===== src/rtl/md_video_pkg.sv =====
// Shared constants and types for the Mega Drive VDP capture front end.
package md_video_pkg;

  localparam int unsigned H32 = 256;
  localparam int unsigned H40 = 320;
  localparam int unsigned V28 = 224;
  localparam int unsigned V30 = 240;

  localparam int unsigned DefFrameWidth  = H40;
  localparam int unsigned DefFrameHeight = V30;

  typedef struct packed {
    logic [10:0] w;
    logic [9:0]  h;
  } geom_t;

  typedef enum logic {
    StUnlocked,
    StLocked
  } lock_state_e;

endpackage


===== src/rtl/md_video_capture_blank_edge_det.sv =====
// Pixel-strobe-qualified rise/fall detector for a blanking flag.
module blank_edge_det (
  input  logic clk,
  input  logic resetn,
  input  logic ce_pix,
  input  logic level,
  output logic rise,
  output logic fall
);

  logic prev_q;

  // Previous level resets high so a stream entering mid-frame sees a falling edge.
  always_ff @(posedge clk or negedge resetn) begin
    if (!resetn) begin
      prev_q <= 1'b1;
    end else if (ce_pix) begin
      prev_q <= level;
    end
  end

  assign rise = ce_pix & level & ~prev_q;
  assign fall = ce_pix & ~level & prev_q;

endmodule


===== src/rtl/md_video_capture.sv =====
// VDP pixel stream capture: pixel write strobes with x/y plus a stability-filtered frame geometry.
module md_video_capture
  import md_video_pkg::*;
#(
  parameter int unsigned WIDTH         = DefFrameWidth,
  parameter int unsigned HEIGHT        = DefFrameHeight,
  parameter int unsigned COLOR_BITS    = 4,
  parameter int unsigned STABLE_FRAMES = 2,
  parameter int unsigned DEF_WIDTH     = H40,
  parameter int unsigned DEF_HEIGHT    = V28,
  parameter int unsigned TIMEOUT_BITS  = 21
) (
  input  logic                      clk,
  input  logic                      resetn,
  input  logic                      ce_pix,
  input  logic                      hblank,
  input  logic                      vblank,
  input  logic [COLOR_BITS-1:0]     r_in,
  input  logic [COLOR_BITS-1:0]     g_in,
  input  logic [COLOR_BITS-1:0]     b_in,
  output logic                      pix_we,
  output logic [COLOR_BITS-1:0]     r,
  output logic [COLOR_BITS-1:0]     g,
  output logic [COLOR_BITS-1:0]     b,
  output logic [$clog2(WIDTH)-1:0]  x,
  output logic [$clog2(HEIGHT)-1:0] y,
  output logic [10:0]               width,
  output logic [9:0]                height,
  output logic                      locked,
  output logic                      frame_start
);

  localparam int unsigned XW = $clog2(WIDTH);
  localparam int unsigned YW = $clog2(HEIGHT);
  localparam int unsigned MW = $clog2(STABLE_FRAMES + 1);

  localparam logic [10:0]   WidthLim  = 11'(WIDTH);
  localparam logic [9:0]    HeightLim = 10'(HEIGHT);
  localparam logic [MW-1:0] MatchMax  = MW'(STABLE_FRAMES);
  localparam logic [MW-1:0] MatchLock = MW'(STABLE_FRAMES - 1);
  localparam geom_t         DefGeom   = '{w: 11'(DEF_WIDTH), h: 10'(DEF_HEIGHT)};

  logic hb_rise, hb_fall, vb_rise, vb_fall, active;

  blank_edge_det u_hblank_det (
    .clk    (clk),
    .resetn (resetn),
    .ce_pix (ce_pix),
    .level  (hblank),
    .rise   (hb_rise),
    .fall   (hb_fall)
  );

  blank_edge_det u_vblank_det (
    .clk    (clk),
    .resetn (resetn),
    .ce_pix (ce_pix),
    .level  (vblank),
    .rise   (vb_rise),
    .fall   (vb_fall)
  );

  assign active = ce_pix & ~hblank & ~vblank;

  logic [10:0]             col_q, col_d, col_base, max_w_q, max_w_d;
  logic [9:0]              row_q, row_d, row_base;
  logic                    pix_we_q, pix_we_d, frame_start_q;
  logic [COLOR_BITS-1:0]   r_q, r_d, g_q, g_d, b_q, b_d;
  logic [XW-1:0]           x_q, x_d;
  logic [YW-1:0]           y_q, y_d;
  geom_t                   cand, prev_q, prev_d, geom_q, geom_d;
  logic [MW-1:0]           match_q, match_d;
  logic [TIMEOUT_BITS-1:0] wd_q, wd_d;
  lock_state_e             state_q, state_d;

  always_comb begin
    col_base = hb_fall ? '0 : col_q;
    row_base = vb_fall ? '0 : row_q;
    col_d    = col_base;
    row_d    = row_base;
    max_w_d  = max_w_q;
    pix_we_d = 1'b0;
    r_d      = r_q;
    g_d      = g_q;
    b_d      = b_q;
    x_d      = x_q;
    y_d      = y_q;
    cand.w   = max_w_q;
    cand.h   = row_q;
    prev_d   = prev_q;
    geom_d   = geom_q;
    match_d  = match_q;
    state_d  = state_q;
    wd_d     = wd_q + 1'b1;

    if (active) begin
      pix_we_d = (col_base < WidthLim) && (row_base < HeightLim);
      r_d      = r_in;
      g_d      = g_in;
      b_d      = b_in;
      x_d      = col_base[XW-1:0];
      y_d      = row_base[YW-1:0];
      col_d    = (col_base == '1) ? col_base : col_base + 1'b1;
    end

    // A line that ends on the same strobe as vblank rises is not counted.
    if (hb_rise && !vblank) begin
      if (col_q > max_w_q) max_w_d = col_q;
      row_d = (row_base == '1) ? row_base : row_base + 1'b1;
    end

    if (vb_rise) begin
      wd_d    = '0;
      max_w_d = '0;
      if (cand.w != '0 && cand.h != '0) begin
        if (cand == prev_q) begin
          if (match_q < MatchMax) match_d = match_q + 1'b1;
          if (match_d >= MatchLock) begin
            geom_d  = cand;
            state_d = StLocked;
          end
        end else begin
          prev_d  = cand;
          match_d = '0;
          state_d = StUnlocked;
        end
      end
    end else if (wd_q == '1) begin
      match_d = '0;
      state_d = StUnlocked;
    end
  end

  always_ff @(posedge clk or negedge resetn) begin
    if (!resetn) begin
      col_q         <= '0;
      row_q         <= '0;
      max_w_q       <= '0;
      pix_we_q      <= 1'b0;
      frame_start_q <= 1'b0;
      r_q           <= '0;
      g_q           <= '0;
      b_q           <= '0;
      x_q           <= '0;
      y_q           <= '0;
      prev_q        <= '0;
      geom_q        <= DefGeom;
      match_q       <= '0;
      wd_q          <= '0;
      state_q       <= StUnlocked;
    end else begin
      col_q         <= col_d;
      row_q         <= row_d;
      max_w_q       <= max_w_d;
      pix_we_q      <= pix_we_d;
      frame_start_q <= vb_fall;
      r_q           <= r_d;
      g_q           <= g_d;
      b_q           <= b_d;
      x_q           <= x_d;
      y_q           <= y_d;
      prev_q        <= prev_d;
      geom_q        <= geom_d;
      match_q       <= match_d;
      wd_q          <= wd_d;
      state_q       <= state_d;
    end
  end

  assign pix_we      = pix_we_q;
  assign frame_start = frame_start_q;
  assign r           = r_q;
  assign g           = g_q;
  assign b           = b_q;
  assign x           = x_q;
  assign y           = y_q;
  assign width       = geom_q.w;
  assign height      = geom_q.h;
  assign locked      = (state_q == StLocked);

endmodule


===== config.mk =====
export PLATFORM = sky130hd
export DESIGN_NAME = md_video_capture
export DESIGN_NICKNAME = d
export VERILOG_FILES = /design/src/rtl/md_video_pkg.sv /design/src/rtl/md_video_capture_blank_edge_det.sv /design/src/rtl/md_video_capture.sv
export SDC_FILE = /design/constraint.sdc
export NUM_CORES = 1
export LEC_CHECK = 0
export CAP_MARGIN = 20
export CORE_MARGIN = 3
export CORE_UTILIZATION = 56
export CTS_CLUSTER_DIAMETER = 100
export DETAILED_ROUTE_END_ITERATION = 8
export GPL_TIMING_DRIVEN = 0
export PLACE_DENSITY = 0.9
export SLEW_MARGIN = 30
export SYNTH_ARGS = -nofsm -noshare
export SYNTH_HDL_FRONTEND = slang
export SYNTH_SLANG_ARGS = --single-unit

===== constraint.sdc =====
create_clock -name clk -period 2.9 [get_ports clk]
set_input_delay 0.29 -clock clk [delete_from_list [all_inputs] [get_ports clk]]
set_output_delay 0.29 -clock clk [all_outputs]
set_load 0.02 [all_outputs]

==> results of run 1 <==
timing repair:
item                                   in CTS  in global routing
hold buffers                                1                  0
setup endpoints to repair                   0                  0
endpoints found under the hold margin      45                  0
flip-flops by register name, summed over array words and instances (netlist names):
name and count:
prev_q 21, wd_q 21, col_q 11, max_w_q 11, width 11, height 10, row_q 10, x 9
y 8, b 4, g 4, r 4, match_q 2, frame_start 1, locked 1, pix_we 1
u_hblank_det.prev_q 1, u_vblank_det.prev_q 1
power by group:
group | switching [uW] | internal [uW]
clock | 835 | 1340
combinational | 495 | 410
sequential | 170 | 2010
total | 1500 | 3760
kinds of logic after synthesis:
kind of cell    count (synthesis)
simple gates                  211
flops                         131
mux                            57
buf+inv                        55
xor+xnor                       52
compound gates                 47
fa+ha+maj                      15
worst paths after layout:
check / slack (ns) / endpoint / cells after the start
worst max-delay path: 0.25 / col_q[3] / 11
worst min-delay path: 0.07 / u_vblank_det.prev_q / 2
worst max register to register: 0.25 / col_q[3] / 10
worst min register to register: 0.48 / r[0] / 2
max in group asynchronous: 1.90 / u_hblank_det.prev_q / 3
min in group asynchronous: 0.24 / wd_q[8] / 2
cell type report:
type                            count  area share, %
Buffer                             22          1.699
Clock buffer                       18          5.642
Clock inverter                     14          2.326
Inverter                           33          1.633
Multi-Input combinational cell    382          33.59
Sequential cell                   131          43.34
Tap cell                          136          2.243
Timing Repair Buffer               70          9.535
metrics by stage:
| step | worst slack, ns | hold slack, ns | TNS (ns) | std cells | cell area, um2 |
|---|---|---|---|---|---|
| after floorplan | 0.6944 | -0.005591 | 0 | 568 | 6087 |
| after global placement | -3.229 | 0.4579 | -411.91 | 772 | 6938 |
| after detailed placement | -0.1517 | 0.2028 | -0.6969 | 773 | 6970 |
| after CTS | 0.2919 | 0.04573 | 0 | 806 | 7585 |
| after global routing | 0.1213 | 0.1202 | 0 | 806 | 7585 |
| final | 0.2468 | 0.06961 | 0 | 806 | 7585 |
placed cells by master, fill, tap and decap left out, types with 13 or more instances in the layout:
master	count
mux2_2	43
clkdlybuf4s50_1	67
mux2i_1	13
inv_1	32
nand3_1	16
xnor2_1	32
nand4_1	16
nor2_1	38
o21ai_0	19
xor2_1	20
ha_1	15
clkbuf_16	16
nand2_1	97
dfrtp_1	124
layer usage:
metal,wire (um),vias up
met2,7469,170
met1,5749,2279
met3,882,39
li1,-,2119
met5,0,-
met4,379,0
Yosys cell counts (2+ instances only):
cell type | n | share of area [%]
ha_1 | 15 | 3.1
o21a_1 | 2 | 0.25
nand2_1 | 97 | 6.0
buf_2 | 4 | 0.33
dfrtp_1 | 124 | 51
mux2i_1 | 13 | 2.1
nand3b_1 | 2 | 0.25
a22o_1 | 5 | 0.72
xor2_1 | 20 | 2.9
a21oi_1 | 10 | 0.82
and3_1 | 6 | 0.62
nand4_1 | 16 | 1.6
xnor2_1 | 32 | 4.6
nor2_1 | 38 | 2.3
clkbuf_1 | 12 | 0.74
nor3_1 | 12 | 0.99
buf_6 | 5 | 0.92
inv_1 | 32 | 2.0
dfstp_2 | 7 | 3.0
o31ai_1 | 4 | 0.49
nor2b_1 | 2 | 0.21
nor4_1 | 11 | 1.1
and4_1 | 4 | 0.58
mux2_2 | 43 | 8.0
o21ai_0 | 19 | 1.6
nand3_1 | 16 | 1.3
==> metrics.md, run 1 <==
| Metric | Value |
|---|---|
| Min-Delay Path Class | `in -> reg` |
| WP data required | `~3.3 ns` |
| Sequential Area | `around 3300 um2` |
| Met1 Use GR | `29.91%` |
| Worst slew margin | `between 30% and 40%` |
| Final setup violation count | `0` |
| Max IR drop VDD | `~0.46 mV` |
| Mux contribution to synthesized area | `about a tenth` |
| Mean post-synth cell area | `approximately 11 um2` |
| Clock skew | `0.005793 ns` |
| Post-synth EDFFs | `0` |
| Largest stage delay, worst path | `0.56 ns` |
| CTS Buf Count | `17` |
| Post-Synth Adder-Cell Area | `3.083%` |
| Largest family of logic cells by synthesized area | `simple AND/OR/NAND/NOR gates` |
| Longest Clk Path Bufs | `2` |
| Routability cong. | `~0.90` |
| Post-CTS Setup Bufs | `0` |
| Post-synthesis compound-gate area fraction | `under 10%` |
| CP bufs+invs | `3` |
| Register area share after synthesis | `54.00%` |
| Yosys reg bits | `131` |
| Min-delay src | `ce_pix` |
| Post-synthesis net count | `600` |
| RSZ-0062 raised after global routing | `no` |
| Top Family by Delay on Critical Path | `simple AND/OR/NAND/NOR gates` |
| Most Used Layer, Global Route | `met2` |
| Number of routed nets with antenna violations | `0` |
| Total GRT Usage | `between 20 and 30%` |
| Die area | `12160 um2` |
| TritonCTS clock tree | `done` |
| Critical Path, Cell by Cell | `clkdlybuf4s50_1 -> nand3b_1 -> clkbuf_1 -> nand2_1 -> inv_1 -> ha_1 -> nand4_1 -> nor3_1 -> nor2_1 -> nand2_1 -> mux2i_1` |
| Largest net degree at the start of global routing | `87` |
| H-Tree Level Count | `4` |
| Antenna violations before repair | `0` |
| Initial Utilization | `58.18%` |
| Vias | `4607` |
| Most used cell, CP | `nand2_1` |
| Max Fclk | `376.9 MHz` |
| # diodes | `0` |
| Status | `finished clean` |
| Die Ht | `110.3 um` |
| Critical path type | `in -> reg` |
| CP endpoint kind | `register` |
| Max Cap Violations | `0` |
| Critical path launch point | `hblank` |
| Post-CTS Resized | `0` |
| First-pass DRT Iterations | `8` |
| Reg clk slew, reported paths | `0.06 ns` |
| Fin. Hold Viols | `0` |
| Vias in the first global route | `4804` |
| Area taken by multi-input logic gates | `2547 um2` |
| Worst skew pair latency | `0.52 ns` |
| Mapped cell area | `6087 um2` |
| Layout cell share with drive strength beyond 1 | `15.07%` |
| Die Wd | `110.3 um` |
| Synth Area in Simple Gates | `15.97%` |
| Worst path slowest cell | `clkdlybuf4s50_1` |
| Synth Warn # | `0` |
| Met3 Use GR | `around 6.7%` |
| Wire per inst | `17.97 um` |
| First-pass GRT wire length | `23.52 mm` |
| Fillers | `691` |
| IO Port Bufs | `approximately 70` |
| Post-layout util | `a little over 70%` |
| Num rows | `37` |
| CP Max Fanout | `10` |
| Met2 GRT Util | `a little over two fifths` |
| Ys async rst share | `100.0%` |
| Main flop type after synthesis | `dfrtp_1` |
| Clock net sink count | `131` |
| Residual DRC count | `0` |
| Synth Instances | `568` |
| Vias per cell | `approximately 5.7` |
| DRT iter0 DRCs | `353` |
| Final WL | `14.48 mm` |
| Worst-Margin Slew | `about 0.9 ns` |
| Crit path launch type | `input port` |
| Clock root cell | `clkbuf_8` |
| Final HPWL from detailed placement | `just under 10 mm` |
| Crit path DAT | `3.10 ns` |
| Overflow after GRT | `0` |
| Fin. max-slew vios | `0` |
| Pwr dens | `693.4 nW/um2` |
| Area Overhead vs Synth | `24.60%` |
| Pwr Total | `5259 uW` |
| Synth Area in XOR/XNOR | `7.482%` |
| Minimum clock period | `2.653 ns` |
| Core Area | `10460 um2` |
| IO Pins | `70` |
| Count of different cell masters after synthesis | `43` |
| Final Cycle Share | `around nine tenths` |
| Leak | `0.003435 uW` |
| # nets final | `689` |
| FF-to-FF Start | `u_hblank_det.prev_q` |
Power figures use the tool's default switching activity.
==> inputs of run 2 (changes only) <==
--- a/config.mk
+++ b/config.mk
@@ -10,7 +10,7 @@
 export CORE_UTILIZATION = 56
 export CTS_CLUSTER_DIAMETER = 100
 export DETAILED_ROUTE_END_ITERATION = 8
-export GPL_TIMING_DRIVEN = 0
+export HOLD_SLACK_MARGIN = 0.1
 export PLACE_DENSITY = 0.9
 export SLEW_MARGIN = 30
 export SYNTH_ARGS = -nofsm -noshare
==> run 2 against run 1 <==
  * Worst hold slack gained 0.22 ns
  * Flip-flop and latch count stayed put
  * Clock skew grew 0.0018 ns
  * Fmax grew 9.5%
  * Register-to-register slack improved by 0.23 ns
  * Via count fell by 1.6%
  * Clock-buffer cell count rose by 9
  * Largest cell class unchanged
  * Sequential power about the same
  * Sequential share of layout area up 0.43 points
==> metrics.md, run 2 (synthesis results as in run 1) <==
| Metric | Value |
|---|---|
| Status | `finished clean` |
| Worst slew margin | `56.02%` |
| Residual DRC count | `0` |
| Final Cycle Share | `about 84%` |
| Final HPWL from detailed placement | `9.578 mm` |
| First-pass DRT Iterations | `5` |
| Minimum clock period | `2.424 ns` |
| Reg2Reg Setup Slack | `between 0.4 and 0.5 ns` |
| Initial Utilization | `58.18%` |
| Post-CTS Resized | `0` |
| Vias | `between 4000 and 5000` |
| Die Ht | `110.3 um` |
| Vias per cell | `between 5 and 6` |
| Crit path launch type | `register` |
| Overflow after GRT | `0` |
| Reg clk slew, reported paths | `roughly 0.06 ns` |
| Number of routed nets with antenna violations | `0` |
| CP bufs+invs | `1` |
| Final setup violation count | `0` |
| Sequential Area | `3287 um2` |
| Largest regs | `prev_q (21), wd_q (21)` |
| Die Wd | `110.3 um` |
| TritonCTS clock tree | `done` |
| Worst skew pair latency | `0.53 ns` |
| Area Overhead vs Synth | `23.39%` |
| Most used cell, CP | `nand4_1` |
| Max Cap Violations | `0` |
| Largest net degree at the start of global routing | `85` |
| Clock root cell | `clkbuf_8` |
| Wire per inst | `17.44 um` |
| IO Port Bufs | `69` |
| Max Fclk | `412.6 MHz` |
| Core Area | `10460 um2` |
| R2R cell count | `7` |
| Worst Setup EP | `width[10]` |
| Crit path DAT | `roughly 2.8 ns` |
| Routability cong. | `0.8437` |
| Die area | `about 12000 um2` |
| Fillers | `678` |
| Leading cell type in the layout, fill and taps excluded | `dfrtp_1` |
| Leak | `about 0.0034 uW` |
| Pwr dens | `681.0 nW/um2` |
| IO Pins | `70` |
| R2r endpoint | `width[10]` |
| Worst-Margin Slew | `0.6537 ns` |
| Final WL | `13.90 mm` |
| Worst path slowest cell | `dfrtp_1` |
| Worst setup margin | `0.4761 ns` |
| Clock net sink count | `131` |
| WP data required | `3.31 ns` |
| H-Tree Level Count | `4` |
| Fin. Hold Viols | `0` |
| Critical Path, Cell by Cell | `xnor2_1 -> nand4_1 -> nor4_1 -> nand4_1 -> a211oi_4 -> buf_4 -> mux2_2` |
| Num rows | `37` |
| CTS Buf Count | `17` |
| # nets final | `680` |
| Area taken by multi-input logic gates | `2555 um2` |
| First-pass GRT wire length | `about 23 mm` |
| Setup TNS | `0 ns` |
| FF-to-FF Start | `max_w_q[10]` |
| Total GRT Usage | `25.38%` |
| Layout cell share with drive strength beyond 1 | `14.67%` |
| Commonest non-fill, non-tap cells in the layout | `dfrtp_1, nand2_1, clkdlybuf4s50_1` |
| Critical path type | `reg -> reg` |
| Min-Delay Path Class | `in -> reg` |
| RSZ-0062 raised after global routing | `no` |
| Post-CTS Setup Bufs | `0` |
| Clock skew | `0.007619 ns` |
| Hold-fix buffers, CTS | `1` |
| Critical path launch point | `max_w_q[10]` |
| Antenna violations before repair | `0` |
| Crit path depth | `7` |
| Top Family by Delay on Critical Path | `simple AND/OR/NAND/NOR gates` |
| Fin. max-slew vios | `0` |
| DRT iter0 DRCs | `184` |
| Largest stage delay, worst path | `around 0.48 ns` |
| CP Max Fanout | `21` |
| # diodes | `0` |
| CP endpoint kind | `register` |
| Longest Clk Path Bufs | `2` |
| Max IR drop VDD | `0.6347 mV` |
| Post-Place Setup Slack | `0.2520 ns` |
| Vias in the first global route | `around 4800` |
==> run 2: worst register-to-register path, cell delays in order, from the launching register on <==
cell and delay (ns):
dfrtp_1 0.48, xnor2_1 0.27, nand4_1 0.14, nor4_1 0.27, nand4_1 0.23, a211oi_4 0.20, buf_4 0.33, mux2_2 0.39
==> run 2: stage by stage <==
step | instance area (um2) | std cells | hold slack (ns) | total power [uW] | utilization, %
global placement | 6934 | 764 | 0.3483 | 3026 | 66.28
floorplan | 6087 | 568 | -0.005591 | 2697 | -
CTS | 7511 | 797 | 0.2611 | 5148 | 71.79
detailed placement | 6934 | 764 | 0.3567 | 3092 | 66.28
global route | 7511 | 797 | 0.2844 | 5350 | 71.79
finish | 7511 | 797 | 0.2861 | 5115 | 71.79
==> run 2: worst min-delay path by stage <==
| stage | startpoint | endpoint | slack, ns | depth (start not counted) |
|---|---|---|---|---|
| 3_5_place_dp | resetn | width[10] | 0.36 | 1 |
| 2_1_floorplan | resetn | b[0] | -0.006 | 0 |
| 6_report | g_in[1] | g[1] | 0.29 | 3 |
| 3_3_place_gp | resetn | prev_q[20] | 0.35 | 1 |
| 4_1_cts | g_in[1] | g[1] | 0.26 | 3 |
| 5_1_grt | g_in[1] | g[1] | 0.28 | 3 |
==> run 2: cell type report <==
class                      instances  share of cell area [%]
multi-input combinational        382                   34.02
tap                              136                   2.266
clock buffer                      27                   6.547
clock inverter                     5                  0.9995
timing repair buffer              83                   10.76
inverter                          33                   1.649
sequential                       131                   43.76
==> run 2: where the power goes <==
group,total (uW),switching (uW),internal [uW],leakage [uW]
Clock,2040,727,1310,0.000280
Combinational,898,487,411,0.00138
Sequential,2180,170,2010,0.00177
Total,5110,1380,3730,0.00342
==> run 2: metal layers <==
layer | vias to the layer above | wire length, um | GRT usage, %
met5 | - | 0 | 0
met4 | 0 | 298 | 11.87
met3 | 35 | 871 | 7.338
met2 | 148 | 7172 | 42.33
met1 | 2261 | 5556 | 30.41
li1 | 2087 | - | -
==> inputs of run 3 (changes only) <==
==> constraint.sdc (replaced) <==
create_clock -name clk -period 2.5 [get_ports clk]
set_input_delay 0.25 -clock clk [delete_from_list [all_inputs] [get_ports clk]]
set_output_delay 0.25 -clock clk [all_outputs]
set_load 0.02 [all_outputs]
==> run 3 against run 2 <==
  * Clock power up 9%
  * Worst hold slack worse by 0.032 ns
  * Sequential power up 15%
  * Register-to-register slack worse by 0.33 ns
==> metrics.md, run 3 (synthesis results as in run 1) <==
| Metric | Value |
|---|---|
| Vias per cell | `5.588` |
| Post-Place Setup Slack | `0.1089 ns` |
| Crit path DAT | `between 2 and 3 ns` |
| Critical path type | `reg -> reg` |
| Status | `finished clean` |
| Post-CTS Setup Bufs | `0` |
| Residual DRC count | `0` |
| Final WL | `13.95 mm` |
| Post-CTS Resized | `0` |
| Max IR drop VDD | `0.6697 mV` |
| Minimum clock period | `2.351 ns` |
| Reg clk slew, reported paths | `0.06 ns` |
| Leak | `about 0.0035 uW` |
| First-pass GRT wire length | `23.34 mm` |
| Die Ht | `110.3 um` |
| Die Wd | `110.3 um` |
| First-pass DRT Iterations | `5` |
| Leading cell type in the layout, fill and taps excluded | `dfrtp_1` |
| IO Port Bufs | `69` |
| Layout cell share with drive strength beyond 1 | `16.99%` |
| CP bufs+invs | `1` |
| Worst path slowest cell | `dfrtp_1` |
| Worst skew pair latency | `between 0.5 and 0.6 ns` |
| WP data required | `2.90 ns` |
| Clock net sink count | `131` |
| Min-Delay Path Class | `in -> reg` |
| Crit path launch type | `register` |
| Vias | `4543` |
| CP endpoint kind | `register` |
| Hold-fix buffers, CTS | `1` |
| RSZ-0062 raised after global routing | `no` |
| Setup TNS | `0 ns` |
| Overflow after GRT | `0` |
| Number of routed nets with antenna violations | `0` |
| Max Fclk | `425.4 MHz` |
| CTS Buf Count | `17` |
| Longest Clk Path Bufs | `2` |
| Clock skew | `0.007901 ns` |
| Initial Utilization | `about 58%` |
| Fin. Hold Viols | `0` |
| H-Tree Level Count | `4` |
| Largest stage delay, worst path | `roughly 0.46 ns` |
| DRT iter0 DRCs | `334` |
| Antenna violations before repair | `0` |
| Wire per inst | `between 15 and 20 um` |
| Vias in the first global route | `4760` |
| Max Cap Violations | `0` |
| Largest regs | `prev_q (21), wd_q (21)` |
| Worst setup margin | `0.1490 ns` |
| Most used cell, CP | `nand4_1` |
| Die area | `~12000 um2` |
| Fin. max-slew vios | `0` |
| # nets final | `697` |
| Area Overhead vs Synth | `25.20%` |
| Total GRT Usage | `approximately 25%` |
| Critical Path, Cell by Cell | `xnor2_1 -> nand4_1 -> nor4_1 -> nand4_1 -> a211oi_4 -> buf_12 -> mux2_2` |
| Worst-Margin Slew | `0.6179 ns` |
| Commonest non-fill, non-tap cells in the layout | `dfrtp_1, nand2_1, clkdlybuf4s50_1` |
| Final HPWL from detailed placement | `9.723 mm` |
| CP Max Fanout | `19` |
| Routability cong. | `0.8732` |
| Pwr dens | `~760 nW/um2` |
| # diodes | `0` |
| Largest net degree at the start of global routing | `62` |
| Num rows | `37` |
| Final setup violation count | `0` |
| Final Cycle Share | `a little over nine tenths` |
| IO Pins | `70` |
| Core Area | `10460 um2` |
| Clock root cell | `clkbuf_8` |
| Top Family by Delay on Critical Path | `simple AND/OR/NAND/NOR gates` |
| TritonCTS clock tree | `done` |
| Worst slew margin | `around three fifths` |
run 3: changes by cell type in the layout (fill, tap and decap cells not counted), sizes merged:
cell	before	now
buf	14	31
bufinv	2	1
clkbuf	27	23
clkinv	3	4
clkinvlp	0	3
run 3: area by class of cell:
class / instances / area (um2)
clock buffer: 23 / 456.7
timing repair buffer: 100 / 948.4
clock inverter: 8 / 80.08
multi-input combinational: 382 / 2555
tap: 136 / 170.2
inverter: 33 / 123.9
sequential: 131 / 3287
fill: 693 / 2841
run 3: metal layers:
metal	track usage, %	wire length (um)
met4	8.531	214
met1	32.12	5986
met2	40.73	6850
met5	0	0
met3	9.319	902
run 3: worst min-delay path, stage by stage:
cell	delay, ns
clkdlybuf4s50_1	0.39
nand2_1	0.06
nand2_1	0.04
run 3: path summary, 6_finish.rpt:
check / startpoint / endpoint / slack, ns / depth (start not counted)
setup / recovery: max_w_q[1] / height[3] / 0.15 / 7
hold / removal: g_in[2] / g[2] / 0.25 / 3
setup reg to reg: max_w_q[1] / height[3] / 0.15 / 7
hold reg to reg: g[2] / g[2] / 0.48 / 2
max in group asynchronous: resetn / width[9] / 1.45 / 3
min in group asynchronous: resetn / max_w_q[10] / 0.28 / 2
run 3: stage by stage:
step                total power [uW]  util (%)  hold slack (ns)  cells  instance area, um2
finish                          5821     72.84           0.2542    813                7621
global route                    6095     72.84           0.2451    813                7621
CTS                             5861     72.84           0.2278    813                7621
detailed placement              3608     67.62           0.2813    781                7074
global placement                3545     67.62           0.2790    781                7074
floorplan                       3129         -         -0.04559    568                6087
run 3: power breakdown:
part	leakage (uW)	switching, uW	total (uW)	internal (uW)
combinational	0.00147	586	1080	498
sequential	0.00177	176	2510	2330
clock	0.000254	866	2230	1360
